$ cat src/rtl/wb_stage.sv
// wb_stage: MIPS write-back stage with CP0 (BadVAddr/Count/Compare/Status/Cause/EPC) and exception/ERET commit.
// Latency: one register stage from ms_to_ws_* to rf_*/flush/stall_ws_bus; those outputs are combinational from the stage register.
// Backpressure: none; ws_allowin is tied high and the stage accepts whatever memory offers every cycle.
// Optional feature macro: CP0_TIMER_INT_EN enables the Count==Compare timer interrupt (Cause.TI onto IP[7]).
module wb_stage #(
   parameter logic [31:0] EXC_ENTRY = 32'hBFC00380
) (
   input  logic         clk,
   input  logic         reset,
   input  logic         ms_to_ws_valid,
   input  logic [125:0] ms_to_ws_bus,
   input  logic [5:0]   ext_int_in,
   output logic         ws_allowin,
   output logic [3:0]   rf_we,
   output logic [4:0]   rf_waddr,
   output logic [31:0]  rf_wdata,
   output logic         flush,
   output logic [31:0]  flush_pc,
   output logic [9:0]   stall_ws_bus,
   output logic         ws_int
);

   // Field layout of the memory-to-writeback bus, MSB first.
   typedef struct packed {
      logic [31:0] badvaddr;
      logic        bd;
      logic        exc;
      logic [7:0]  exc_type;
      logic        eret;
      logic        cp0_wen;
      logic        res_from_cp0;
      logic [7:0]  cp0_addr;
      logic [3:0]  gr_we;
      logic [4:0]  dest;
      logic [31:0] result;
      logic [31:0] pc;
   } ws_bus_t;

   // CP0 addresses are {rd[4:0], sel[2:0]}.
   localparam logic [7:0] CP0_BADVADDR = {5'd8,  3'd0};
   localparam logic [7:0] CP0_COUNT    = {5'd9,  3'd0};
   localparam logic [7:0] CP0_COMPARE  = {5'd11, 3'd0};
   localparam logic [7:0] CP0_STATUS   = {5'd12, 3'd0};
   localparam logic [7:0] CP0_CAUSE    = {5'd13, 3'd0};
   localparam logic [7:0] CP0_EPC      = {5'd14, 3'd0};

   localparam logic [4:0] EXC_INT  = 5'd0;
   localparam logic [4:0] EXC_ADEL = 5'd4;
   localparam logic [4:0] EXC_ADES = 5'd5;
   localparam logic [4:0] EXC_SYS  = 5'd8;
   localparam logic [4:0] EXC_BP   = 5'd9;
   localparam logic [4:0] EXC_RI   = 5'd10;
   localparam logic [4:0] EXC_OV   = 5'd12;

   // Stage register
   logic        ws_valid;
   ws_bus_t     ws_bus;

   // CP0 state, kept as the implemented fields only
   logic [7:0]  st_im;
   logic        st_exl;
   logic        st_ie;
   logic        ca_bd;
   logic        ca_ti;
   logic [5:0]  ca_ip_hw;
   logic [1:0]  ca_ip_sw;
   logic [4:0]  ca_exccode;
   logic [31:0] c0_epc;
   logic [31:0] c0_badvaddr;
   logic [31:0] c0_count;
   logic [31:0] c0_compare;
   logic        count_tick;

   // Commit qualifiers and derived values
   logic        commit_exc;
   logic        commit_mtc0;
   logic        commit_eret;
   logic        wr_count;
   logic        wr_compare;
   logic [4:0]  exc_code;
   logic        exc_is_addr;
   logic [7:0]  cause_ip;
   logic [31:0] status_rd;
   logic [31:0] cause_rd;
   logic [31:0] cp0_rdata;

   assign ws_allowin  = 1'b1;

   // An excepting instruction never writes CP0 or the register file.
   assign commit_exc  = ws_valid & ws_bus.exc;
   assign commit_mtc0 = ws_valid & ws_bus.cp0_wen & ~ws_bus.exc;
   assign commit_eret = ws_valid & ws_bus.eret & ~ws_bus.exc;
   assign wr_count    = commit_mtc0 & (ws_bus.cp0_addr == CP0_COUNT);
   assign wr_compare  = commit_mtc0 & (ws_bus.cp0_addr == CP0_COMPARE);

   // IP[7] carries the timer interrupt alongside hardware line 5.
   assign cause_ip  = {ca_ip_hw[5] | ca_ti, ca_ip_hw[4:0], ca_ip_sw};
   assign status_rd = {9'd0, 1'b1, 6'd0, st_im, 6'd0, st_exl, st_ie};
   assign cause_rd  = {ca_bd, ca_ti, 14'd0, cause_ip, 1'b0, ca_exccode, 2'd0};

   // Stage register: always ready, a flush squashes whatever enters behind it.
   always_ff @(posedge clk) begin
      if (reset) begin
         ws_valid <= 1'b0;
         ws_bus   <= '0;
      end else begin
         ws_valid <= ms_to_ws_valid & ~flush;
         if (ms_to_ws_valid) begin
            ws_bus <= ms_to_ws_bus;
         end
      end
   end

   // Exception code from exc_type, highest-priority cause first.
   always_comb begin
      exc_code    = EXC_INT;
      exc_is_addr = 1'b0;
      if (ws_bus.exc_type[7]) begin
         exc_code = EXC_INT;
      end else if (ws_bus.exc_type[6]) begin
         exc_code    = EXC_ADEL;
         exc_is_addr = 1'b1;
      end else if (ws_bus.exc_type[0]) begin
         exc_code = EXC_RI;
      end else if (ws_bus.exc_type[3]) begin
         exc_code = EXC_OV;
      end else if (ws_bus.exc_type[2]) begin
         exc_code = EXC_SYS;
      end else if (ws_bus.exc_type[1]) begin
         exc_code = EXC_BP;
      end else if (ws_bus.exc_type[5]) begin
         exc_code    = EXC_ADEL;
         exc_is_addr = 1'b1;
      end else if (ws_bus.exc_type[4]) begin
         exc_code    = EXC_ADES;
         exc_is_addr = 1'b1;
      end
   end

   // MFC0 read mux; unimplemented addresses read as zero.
   always_comb begin
      cp0_rdata = 32'd0;
      case (ws_bus.cp0_addr)
         CP0_BADVADDR: cp0_rdata = c0_badvaddr;
         CP0_COUNT:    cp0_rdata = c0_count;
         CP0_COMPARE:  cp0_rdata = c0_compare;
         CP0_STATUS:   cp0_rdata = status_rd;
         CP0_CAUSE:    cp0_rdata = cause_rd;
         CP0_EPC:      cp0_rdata = c0_epc;
         default:      cp0_rdata = 32'd0;
      endcase
   end

   // Status/Cause/EPC/BadVAddr: exception commit, MTC0, ERET and interrupt sampling.
   always_ff @(posedge clk) begin
      if (reset) begin
         st_im       <= 8'd0;
         st_exl      <= 1'b0;
         st_ie       <= 1'b0;
         ca_bd       <= 1'b0;
         ca_ip_hw    <= 6'd0;
         ca_ip_sw    <= 2'd0;
         ca_exccode  <= 5'd0;
         c0_epc      <= 32'd0;
         c0_badvaddr <= 32'd0;
      end else begin
         ca_ip_hw <= ext_int_in;
         if (commit_exc) begin
            st_exl     <= 1'b1;
            ca_exccode <= exc_code;
            // A nested exception keeps the original return point.
            if (!st_exl) begin
               ca_bd  <= ws_bus.bd;
               c0_epc <= ws_bus.bd ? (ws_bus.pc - 32'd4) : ws_bus.pc;
            end
            if (exc_is_addr) begin
               c0_badvaddr <= ws_bus.badvaddr;
            end
         end else if (commit_mtc0) begin
            case (ws_bus.cp0_addr)
               CP0_STATUS: begin
                  st_im  <= ws_bus.result[15:8];
                  st_exl <= ws_bus.result[1];
                  st_ie  <= ws_bus.result[0];
               end
               CP0_CAUSE:    ca_ip_sw    <= ws_bus.result[9:8];
               CP0_EPC:      c0_epc      <= ws_bus.result;
               CP0_BADVADDR: c0_badvaddr <= ws_bus.result;
               default:      ;
            endcase
         end
         if (commit_eret) begin
            st_exl <= 1'b0;
         end
      end
   end

   // Count advances every second cycle; software may overwrite Count and Compare.
   always_ff @(posedge clk) begin
      if (reset) begin
         count_tick <= 1'b0;
         c0_count   <= 32'd0;
         c0_compare <= 32'd0;
      end else begin
         count_tick <= ~count_tick;
         if (wr_count) begin
            c0_count <= ws_bus.result;
         end else if (count_tick) begin
            c0_count <= c0_count + 32'd1;
         end
         if (wr_compare) begin
            c0_compare <= ws_bus.result;
         end
      end
   end

`ifdef CP0_TIMER_INT_EN
   // Timer interrupt: raised when Count reaches Compare, acknowledged by writing Compare.
   always_ff @(posedge clk) begin
      if (reset) begin
         ca_ti <= 1'b0;
      end else if (wr_compare) begin
         ca_ti <= 1'b0;
      end else if (c0_count == c0_compare) begin
         ca_ti <= 1'b1;
      end
   end
`else
   assign ca_ti = 1'b0;
`endif

   assign rf_we        = (ws_valid & ~ws_bus.exc) ? ws_bus.gr_we : 4'd0;
   assign rf_waddr     = ws_bus.dest;
   assign rf_wdata     = ws_bus.res_from_cp0 ? cp0_rdata : ws_bus.result;
   assign flush        = ws_valid & (ws_bus.exc | ws_bus.eret);
   assign flush_pc     = ws_bus.exc ? EXC_ENTRY : c0_epc;
   assign stall_ws_bus = {ws_valid & ws_bus.res_from_cp0, ws_bus.gr_we & {4{ws_valid}}, ws_bus.dest};
   assign ws_int       = st_ie & ~st_exl & (|(cause_ip & st_im));

endmodule

$ cat config.mk
export PLATFORM = sky130hd
export DESIGN_NAME = wb_stage
export DESIGN_NICKNAME = d
export VERILOG_FILES = /design/src/rtl/wb_stage.sv
export SDC_FILE = /design/constraint.sdc
export NUM_CORES = 1
export LEC_CHECK = 0
export BUFFER_PORTS_ARGS = -buffer_cell sky130_fd_sc_hd__buf_2
export CAP_MARGIN = 20
export CORE_MARGIN = 2
export CORE_UTILIZATION = 30
export CTS_BUF_LIST = sky130_fd_sc_hd__clkbuf_4
export DETAILED_ROUTE_END_ITERATION = 10
export GPL_ROUTABILITY_DRIVEN = 0
export PLACE_DENSITY = 0.52
export SLEW_MARGIN = 25
export SYNTH_ARGS = -nofsm -noshare
export SYNTH_HDL_FRONTEND = slang
export SYNTH_SLANG_ARGS = --single-unit
$ cat constraint.sdc
create_clock -name clk -period 3 [get_ports clk]
set_clock_uncertainty 0.05 [all_clocks]
set_input_delay 0.3 -clock clk [delete_from_list [all_inputs] [get_ports clk]]
set_output_delay 0.3 -clock clk [all_outputs]
set_load 0.01 [all_outputs]
[Yosys cells after proc, flatten, opt, wreduce, memory -nomap -nowiden]
Cells that the tools add are included.
Word-level totals
  register bits: 280
  bits in latches: 0
  RAM bits: 0
  memory bits (read-only): 0
  bits of input ports: 135
  word-level logic and storage cells: 103
  memories kept: 0
Cells by class
  add/subtract/negate cells: 2
  multiply operators: 0
  div/mod/pow operators: 0
  $lt $le $gt $ge: 0
  eq/ne operators: 8
  shift-type cells: 0
  multiplexer cells: 34
  bitwise gates (word level): 21
  reduce and logical (&&, ||, !) cells: 13
Operator list (count)
  two-way mux 32 bit: 13
  case mux 32 bit (6 select lines): 1
  == test 8 x 7 -> 1 bit (second input constant): 6
  adder 32 x 1 -> 32 bit (second input constant): 1
  subtractor 32 x 3 -> 32 bit (second input constant): 1
  two-way mux 4 bit: 7
  bitwise AND 1 bit: 13
  AND reduction 3 bit: 4
  two-way mux 1 bit: 11
  nonzero test 2 bit: 5
  bitwise AND 8 bit: 1
  OR reduction 8 bit: 1
  two-way mux 3 bit: 2
  inverter 1 bit: 5
  bitwise AND 4 bit: 1
  AND reduction 2 bit: 2
  inequality test 2 x 1 -> 1 bit (second input constant): 1
  inequality test 2 bit (second input constant): 1
  OR reduction 2 bit: 1
  OR 1 bit: 1

[Logic depth before layout (Yosys ltp)]
Gate-level depths: netlist of the first run.
  word-level depth: 10
  gate-level depth with buffers: 9

[Worst setup path after synthesis of the first run]
Ideal clock, no wire load.
  path type: reg-to-output
  start point: register ws_bus[74] (netlist bit)
  end point: output rf_wdata[10]
  arrival time: 1808 ps
  data required time: 2650 ps
  setup slack: 842 ps
  stages on the path, launching flop included: 7
  path through: dfxtp_1 nor4b_2 nand2_1 nor3_1 clkbuf_1 a22oi_1 a31oi_1
Between the ends
  cells in the longest elaborated chain, start to end: 3
  elaborated cells between the ends (all ways): 8
  classes of those cells: eq/ne: 6; mux: 2
Ends and longest elaborated chain
  start, declared: line 57  | ws_bus_t ws_bus;
  start signal, assigned: line 109  | ws_bus <= ms_to_ws_bus;
  == test 8 x 7 -> 1 bit: line 143  | case (ws_bus.cp0_addr)
  case mux 32 bit (6 select lines) *: line 143
  two-way mux 32 bit *: line 234  | assign rf_wdata = ws_bus.res_from_cp0 ? cp0_rdata : ws_bus.result;
  end, declared: line 16  | output logic [31:0] rf_wdata,
Every way passes the cells marked *; elsewhere a longest branch is shown, timed or not.

[Worst setup path after layout of the first run]
  start point: register ws_bus[74] (netlist bit)
  end point: output rf_wdata[14]
The elaborated chain is that of the path after synthesis.

==> results of run 1 <==
-- sequential cells by signal, summed over array words and instances, names as in the netlist --
| register | cells |
|---|---|
| st_exl | 1 |
| ca_bd | 1 |
| ca_ip_sw | 2 |
| c0_badvaddr | 32 |
| ca_ip_hw | 6 |
| ws_bus | 121 |
| c0_compare | 32 |
| st_im | 8 |
| count_tick | 1 |
| c0_epc | 32 |
| ws_valid | 1 |
| rf_waddr | 5 |
| st_ie | 1 |
| c0_count | 32 |
| ca_exccode | 4 |
-- final cells by class --
type                            count  area (um2)
Sequential cell                   279        5600
Clock inverter                     19         205
Antenna cell                        2        5.00
Inverter                           36         135
Multi-Input combinational cell   1129        7240
Timing Repair Buffer              425        3130
Clock buffer                      114         856
Fill cell                        4527       26300
Tap cell                          592         741
-- through the flow --
step                hold WS, ns  power [mW]  utilization, %  TNS (ns)
global placement          0.387        4.94            34.1         0
finish                   0.0626        8.87            40.5         0
global route             0.0649        9.27            40.5   -0.0348
floorplan                 0.378        4.56               -         0
CTS                      0.0749        8.96            40.3         0
detailed placement        0.394        4.95            34.1         0
-- logic make-up (layout without fill, tap and decap cells) --
kind of cell,count (synthesis),count (layout),share of synthesized area (%)
buffers and inverters,179,594,5.59
XOR/XNOR,54,54,3.52
multiplexers,173,173,12.9
AO/OA/AOI/OAI,286,286,15.1
flip-flops,279,279,41.6
AND/OR/NAND/NOR,613,613,21.2
other,1,3,0.0279
adder cells (fa/ha/maj),2,2,0.186
-- Yosys cell counts, types with 10 or more instances --
cell,count
nand2_1,169
buf_1,21
a21oi_1,59
nand3_1,18
xnor2_1,31
a211o_1,10
buf_2,24
a211oi_1,38
or2_2,13
buf_4,11
o22ai_1,40
clkbuf_1,86
xor2_1,23
mux2i_1,173
o21ai_0,12
dfxtp_1,279
a22oi_1,42
nor2_1,265
a311oi_1,31
a31oi_1,10
nor2b_1,30
o22a_1,15
nor3_1,22
and2_1,14
nand4_1,14
inv_1,36
-- per-layer routing --
layer  share of wire, %  GRT usage (%)  wire [um]
met4                2.8           7.68       1410
met1                 46           29.1      23300
met3                5.5           3.38       2750
met5                  0              0          0
met2                 45           33.0      22700
-- what timing repair did --
| item | CTS | global route |
|---|---|---|
| gates resized for setup | 20 | 13 |
| endpoints found under the setup margin | 32 | 15 |
| buffers inserted | 1 | 3 |
| hold endpoints to repair | 140 | 0 |
| pin swaps | 1 | 4 |
| hold buffers | 159 | 0 |
-- report_power, final --
part           total [mW]  internal, mW  switching (mW)
combinational        1.05         0.504           0.542
sequential           4.01          3.83           0.184
clock                3.82          2.16            1.66
-- worst max-delay path by stage --
stage,startpoint,to,slack [ns],depth (start not counted)
2_1_floorplan,ws_bus[74],rf_wdata[10],0.84,6
6_report,ws_bus[74],rf_wdata[14],0.04,5
3_5_place_dp,ws_bus[73],rf_wdata[22],0.24,6
4_1_cts,ws_bus[78],rf_wdata[0],0.001,7
3_3_place_gp,ws_bus[73],rf_wdata[29],0.27,6
5_1_grt,ws_bus[74],rf_wdata[14],-0.03,5
-- critical path, delay by kind of cell, from the launching register on --
| kind | cells | cell delay, ns |
|---|---|---|
| compound gates | 2 | 0.47 |
| simple gates | 2 | 0.84 |
| flops | 1 | 0.37 |
| buf+inv | 1 | 0.20 |
==> reports/metrics.csv, run 1 <==
stage;metric;value;unit
setup_path;crit_chain;nor4b_4, and4b_1, a22oi_1, a31oi_1, buf_2;
power;leakage;7.21;nW
min_path;holdPathEnd;ws_bus[58];
timing;layout_setup_ws;0.0422;ns
grt;grt_pass1_wl;75900;um
power;cellPowerDensity;495;nW/um2
synth;syn_avg_cell_area;8.47;um2
timing;slew_violations;0;
setup_path;crit_path_max_incr_delay;0.48;ns
setup_path;critPathLaunchType;flip-flop;
layout;final_area;17900;um2
synth;synth_seq_cells;279;
layout;drive_gt1_share;22.0;%
floorplanning;dieArea;46500;um2
grt;grt_overflow_total;0;
timing;hold_viol;0;
layout;final_common_cell;dfxtp_1;
min_path;min-delay-start;ms_to_ws_valid;
synth;ys_async_sr_fraction;0;%
cts;clkSinkCount;279;
layout;final_nets;2087;
setup_path;r2r-start;ws_bus[93];
grt;grt_pass1_vias;12800;
timing;rsz0062_at_grt;yes;
layout;final_cells;2596;
routing;dr.pass1.iters;8;
synth;netlist.area_leader.share;41.6;%
cts;cts_tree;built;
grt;grt_use_total;21.0;%
min_path;whs_path_depth;3;
synth;ys.flop_type;dfxtp_1;
synth;synth_area;13400;um2
setup_path;critPathArrivalTime;2.61;ns
timing;relSlewSlack;38.2;%
setup_path;cp-end-kind;output pin;
timing;fin_crit_sh;98.6;%
place;dp.cells;2298;
routing;drt-total-wl;50100;um
synth;synth_top_area_cell;dfxtp_1;
setup_path;criticalPathCategory;flip-flop to output pin;
floorplanning;dieHeight;216;um
synth;synth_edf_count;0;
place;dp.final_hpwl;35200;um
synth;yosys_warnings;0;
min_path;hp-class;input port to flip-flop;
synth;syn-instance-count;1587;
setup_path;slowest_stage;and4b_1;
floorplanning;core.rowCount;77;
routing;via_per_inst;5.08;
cts;htree_levels;3;
power;ir_worst_vdd;236;uV
floorplanning;die_w;216;um
outcome;status;completed;
cts;clk_root_buffer_cell;clkbuf_4;
routing;drc;0;
timing;setup_viol;0;
timing;post-route-min-period;2.96;ns
cts;clockBufferDepth;3;
place;io_buffers;219;
routing;dr_total_vias;13200;
run;drv_cap;0;
setup_path;worst-path-max-fanout;7;
synth;ys_seq_area_share;41.6;%
cts;clock_latency;0.74;ns
floorplanning;start_util;30.4;%
place;placed_area;15100;um2
setup_path;rrSetupSlack;0.55;ns
grt;grt_max_degree;97;
cts;path_clk_slew;0.06;ns
synth;yosysUniqueCellTypes;67;
routing;avgRoutedWirePerCell;19.3;um
place;pre_cts_slack;0.239;ns
layout;area_growth_syn_to_layout;33.2;%
floorplanning;core_area;44200;um2
synth;ys_top_cells_by_area;dfxtp_1 42%, mux2i_1 13%, nor2_1 7.4%, nand2_1 4.7%, clkbuf_1 2.4%;
cts;cts_buffers;79;
routing;antenna_left;0;
layout;layout_common_cells;274 x dfxtp_1, 264 x nor2_1, 217 x buf_2;
timing;worst_pin_slew;0.927;ns
grt;antenna_found_initial;2;
synth;synth_nets;1724;
setup_path;rr_worst_depth;5;
setup_path;worstReg2RegEnd;c0_epc[29];
timing;max_freq;338;MHz
setup_path;cp_data_required_time;2.65;ns
routing;drt_iter0_markers;1017;
floorplanning;num_io_pins;221;
(Power assumes the default switching activity.)
==> run 2, diff against run 1 <==
--- a/config.mk
+++ b/config.mk
@@ -5,6 +5,7 @@
 export SDC_FILE = /design/constraint.sdc
 export NUM_CORES = 1
 export LEC_CHECK = 0
+export ABC_AREA = 1
 export BUFFER_PORTS_ARGS = -buffer_cell sky130_fd_sc_hd__buf_2
 export CAP_MARGIN = 20
 export CORE_MARGIN = 2
==> run 2 against run 1 <==
Clock-buffer cell count increased by 4; sequential power barely moved; critical path depth is 6 higher; core utilization decreased by 1.2 points; worst setup slack gained 0.062 ns; via count rose by 12%; die area is 1.2% higher; synthesized cell count increased by 25%; sequential cell count unchanged; first-iteration DRC count is 7.7% higher; design area down 1.1%; largest power group unchanged.
==> reports/metrics.csv, run 2 <==
stage;metric;value;unit
timing;finalSetupTns;0;ns
layout;top_register;ws_bus;
grt;grt_pass1_vias;14400;
setup_path;critPathLaunchType;flip-flop;
grt;grt_max_degree;101;
routing;drt_iter0_markers;1095;
power;total_power;8.67;mW
cts;cts_buffers;78;
routing;via_per_inst;4.95;
routing;dr_total_vias;14700;
setup_path;cp-end-kind;output pin;
place;dp.cells;2695;
layout;area_growth_syn_to_layout;30.1;%
cts;clock_latency;0.76;ns
timing;relSlewSlack;42.6;%
layout;drive_gt1_share;19.0;%
layout;final_cells;2979;
synth;syn-instance-count;1979;
setup_path;criticalPathCategory;flip-flop to output pin;
synth;synth_edf_count;0;
cts;htree_levels;3;
grt;antenna_found_initial;1;
cts;clockBufferDepth;3;
timing;post-route-min-period;2.90;ns
layout;largest_register_ffs;121;
floorplanning;start_util;30.2;%
timing;worst_pin_slew;0.861;ns
floorplanning;die_w;217;um
cts;clkSinkCount;279;
outcome;status;completed;
floorplanning;core.rowCount;78;
floorplanning;core_area;45100;um2
synth;synth_most_common_cell;nand2_1;
cts;clk_root_buffer_cell;clkbuf_4;
routing;avgRoutedWirePerCell;18.1;um
min_path;hp-class;input port to flip-flop;
timing;setup_viol;0;
synth;ys_seq_area_share;41.0;%
layout;final_nets;2460;
routing;drt-total-wl;54000;um
synth;ys_async_sr_fraction;0;%
routing;antenna_left;0;
grt;grt_overflow_total;0;
routing;dr.pass1.iters;5;
layout;final_area;17700;um2
routing;drc;0;
grt;grt_pass1_wl;81900;um
floorplanning;dieArea;47100;um2
synth;netlist.area_leader.share;41.0;%
layout;nFillCells;4907;
setup_path;rr_worst_depth;7;
place;io_buffers;219;
timing;whs;0.0332;ns
synth;synth_area;13600;um2
synth;synth_nets;2116;
synth;yosysUniqueCellTypes;45;
floorplanning;num_io_pins;221;
place;placed_area;15100;um2
grt;grt_use_total;22.3;%
floorplanning;dieHeight;217;um
layout;final_common_cell;nand2_1;
setup_path;worst-path-max-fanout;16;
synth;ys_top_cells_by_area;dfxtp_1 41%, o21ai_0 10%, nand2_1 9.1%, nor2_1 7.1%, a21oi_1 5.9%;
synth;synth_seq_cells;279;
synth;yosys_warnings;0;
cts;path_clk_slew;0.06;ns
cts;cts_setup_buffers;0;
layout;layout_common_cells;325 x nand2_1, 279 x dfxtp_1, 259 x o21ai_0;
power;ir_worst_vdd;288;uV
power;leakage;7.44;nW
timing;max_freq;345;MHz
setup_path;critPathArrivalTime;2.55;ns
power;cellPowerDensity;490;nW/um2
synth;ys.flop_type;dfxtp_1;
run;drv_cap;0;
synth;syn_avg_cell_area;6.88;um2
min_path;whs_path_depth;3;
synth;yosys-top-cells-count;329 x nand2_1, 279 x dfxtp_1, 278 x o21ai_0;
synth;synth_top_area_cell;dfxtp_1;
place;dp.final_hpwl;37700;um
timing;fin_crit_sh;96.5;%
cts;cts_tree;built;
timing;hold_viol;0;
timing;slew_violations;0;
setup_path;cp_data_required_time;2.65;ns
## run 2: final timing paths
path,from,to,slack (ns)
min reg2reg,ws_bus[76],ws_bus[76],0.43
max reg2reg,ws_bus[92],c0_badvaddr[17],0.83
min,ms_to_ws_valid,ws_bus[43],0.03
max,ws_bus[80],rf_wdata[25],0.10
## run 2: power breakdown
group	switching, mW	total (mW)	internal [mW]
Combinational	0.689	1.12	0.435
Clock	1.68	3.55	1.87
Sequential	0.136	3.99	3.86
Total	2.51	8.67	6.16
## run 2: cell families after synthesis
logic type / share of synthesized area [%]
AND/OR/NAND/NOR: 21.9
AO/OA/AOI/OAI: 24.2
buffers and inverters: 10.8
flip-flops: 41.0
XOR/XNOR: 1.74
adder cells (fa/ha/maj): 0.184
other: 0.0276
## run 2: final cells by class
type	instances	area, um2	share of cell area (%)
Clock inverter	17	91.3	0.516
Antenna cell	1	2.50	0.0141
Multi-Input combinational cell	1350	6650	37.5
Timing Repair Buffer	393	2890	16.3
Sequential cell	279	5590	31.5
Tap cell	600	751	4.24
Clock buffer	118	886	5.00
Inverter	221	857	4.84
## run 2: through the flow
stage,setup WS (ns),utilization (%)
2_1_floorplan,1.24,-
3_3_place_gp,0.679,33.4
3_5_place_dp,0.637,33.4
4_1_cts,0.00562,38.9
5_1_grt,-0.00553,39.3
6_report,0.104,39.3
## run 2: per-layer routing
metal | track usage [%] | vias up | part of all wire, %
li1 | - | 7254 | -
met1 | 29.1 | 6810 | 43
met2 | 36.7 | 556 | 46
met3 | 3.87 | 117 | 6.9
met4 | 9.04 | 0 | 3.8
met5 | 0 | - | 0
## run 2: timing repair
item	in CTS	in global routing
endpoints found under the setup margin	23	30
gates resized for setup	9	48
hold endpoints to repair	145	0
gates cloned	0	2
hold buffers	146	0
pin swaps	0	4
## run 2: worst max-delay path: stages (launching register included)
cell	delay [ns]
dfxtp_1	0.34
nor2_4	0.12
nand2_2	0.08
nor2_4	0.21
nand2_4	0.11
inv_8	0.10
clkbuf_16	0.19
nand2_1	0.06
o21ai_0	0.07
o21ai_0	0.09
o21ai_1	0.21
buf_2	0.20
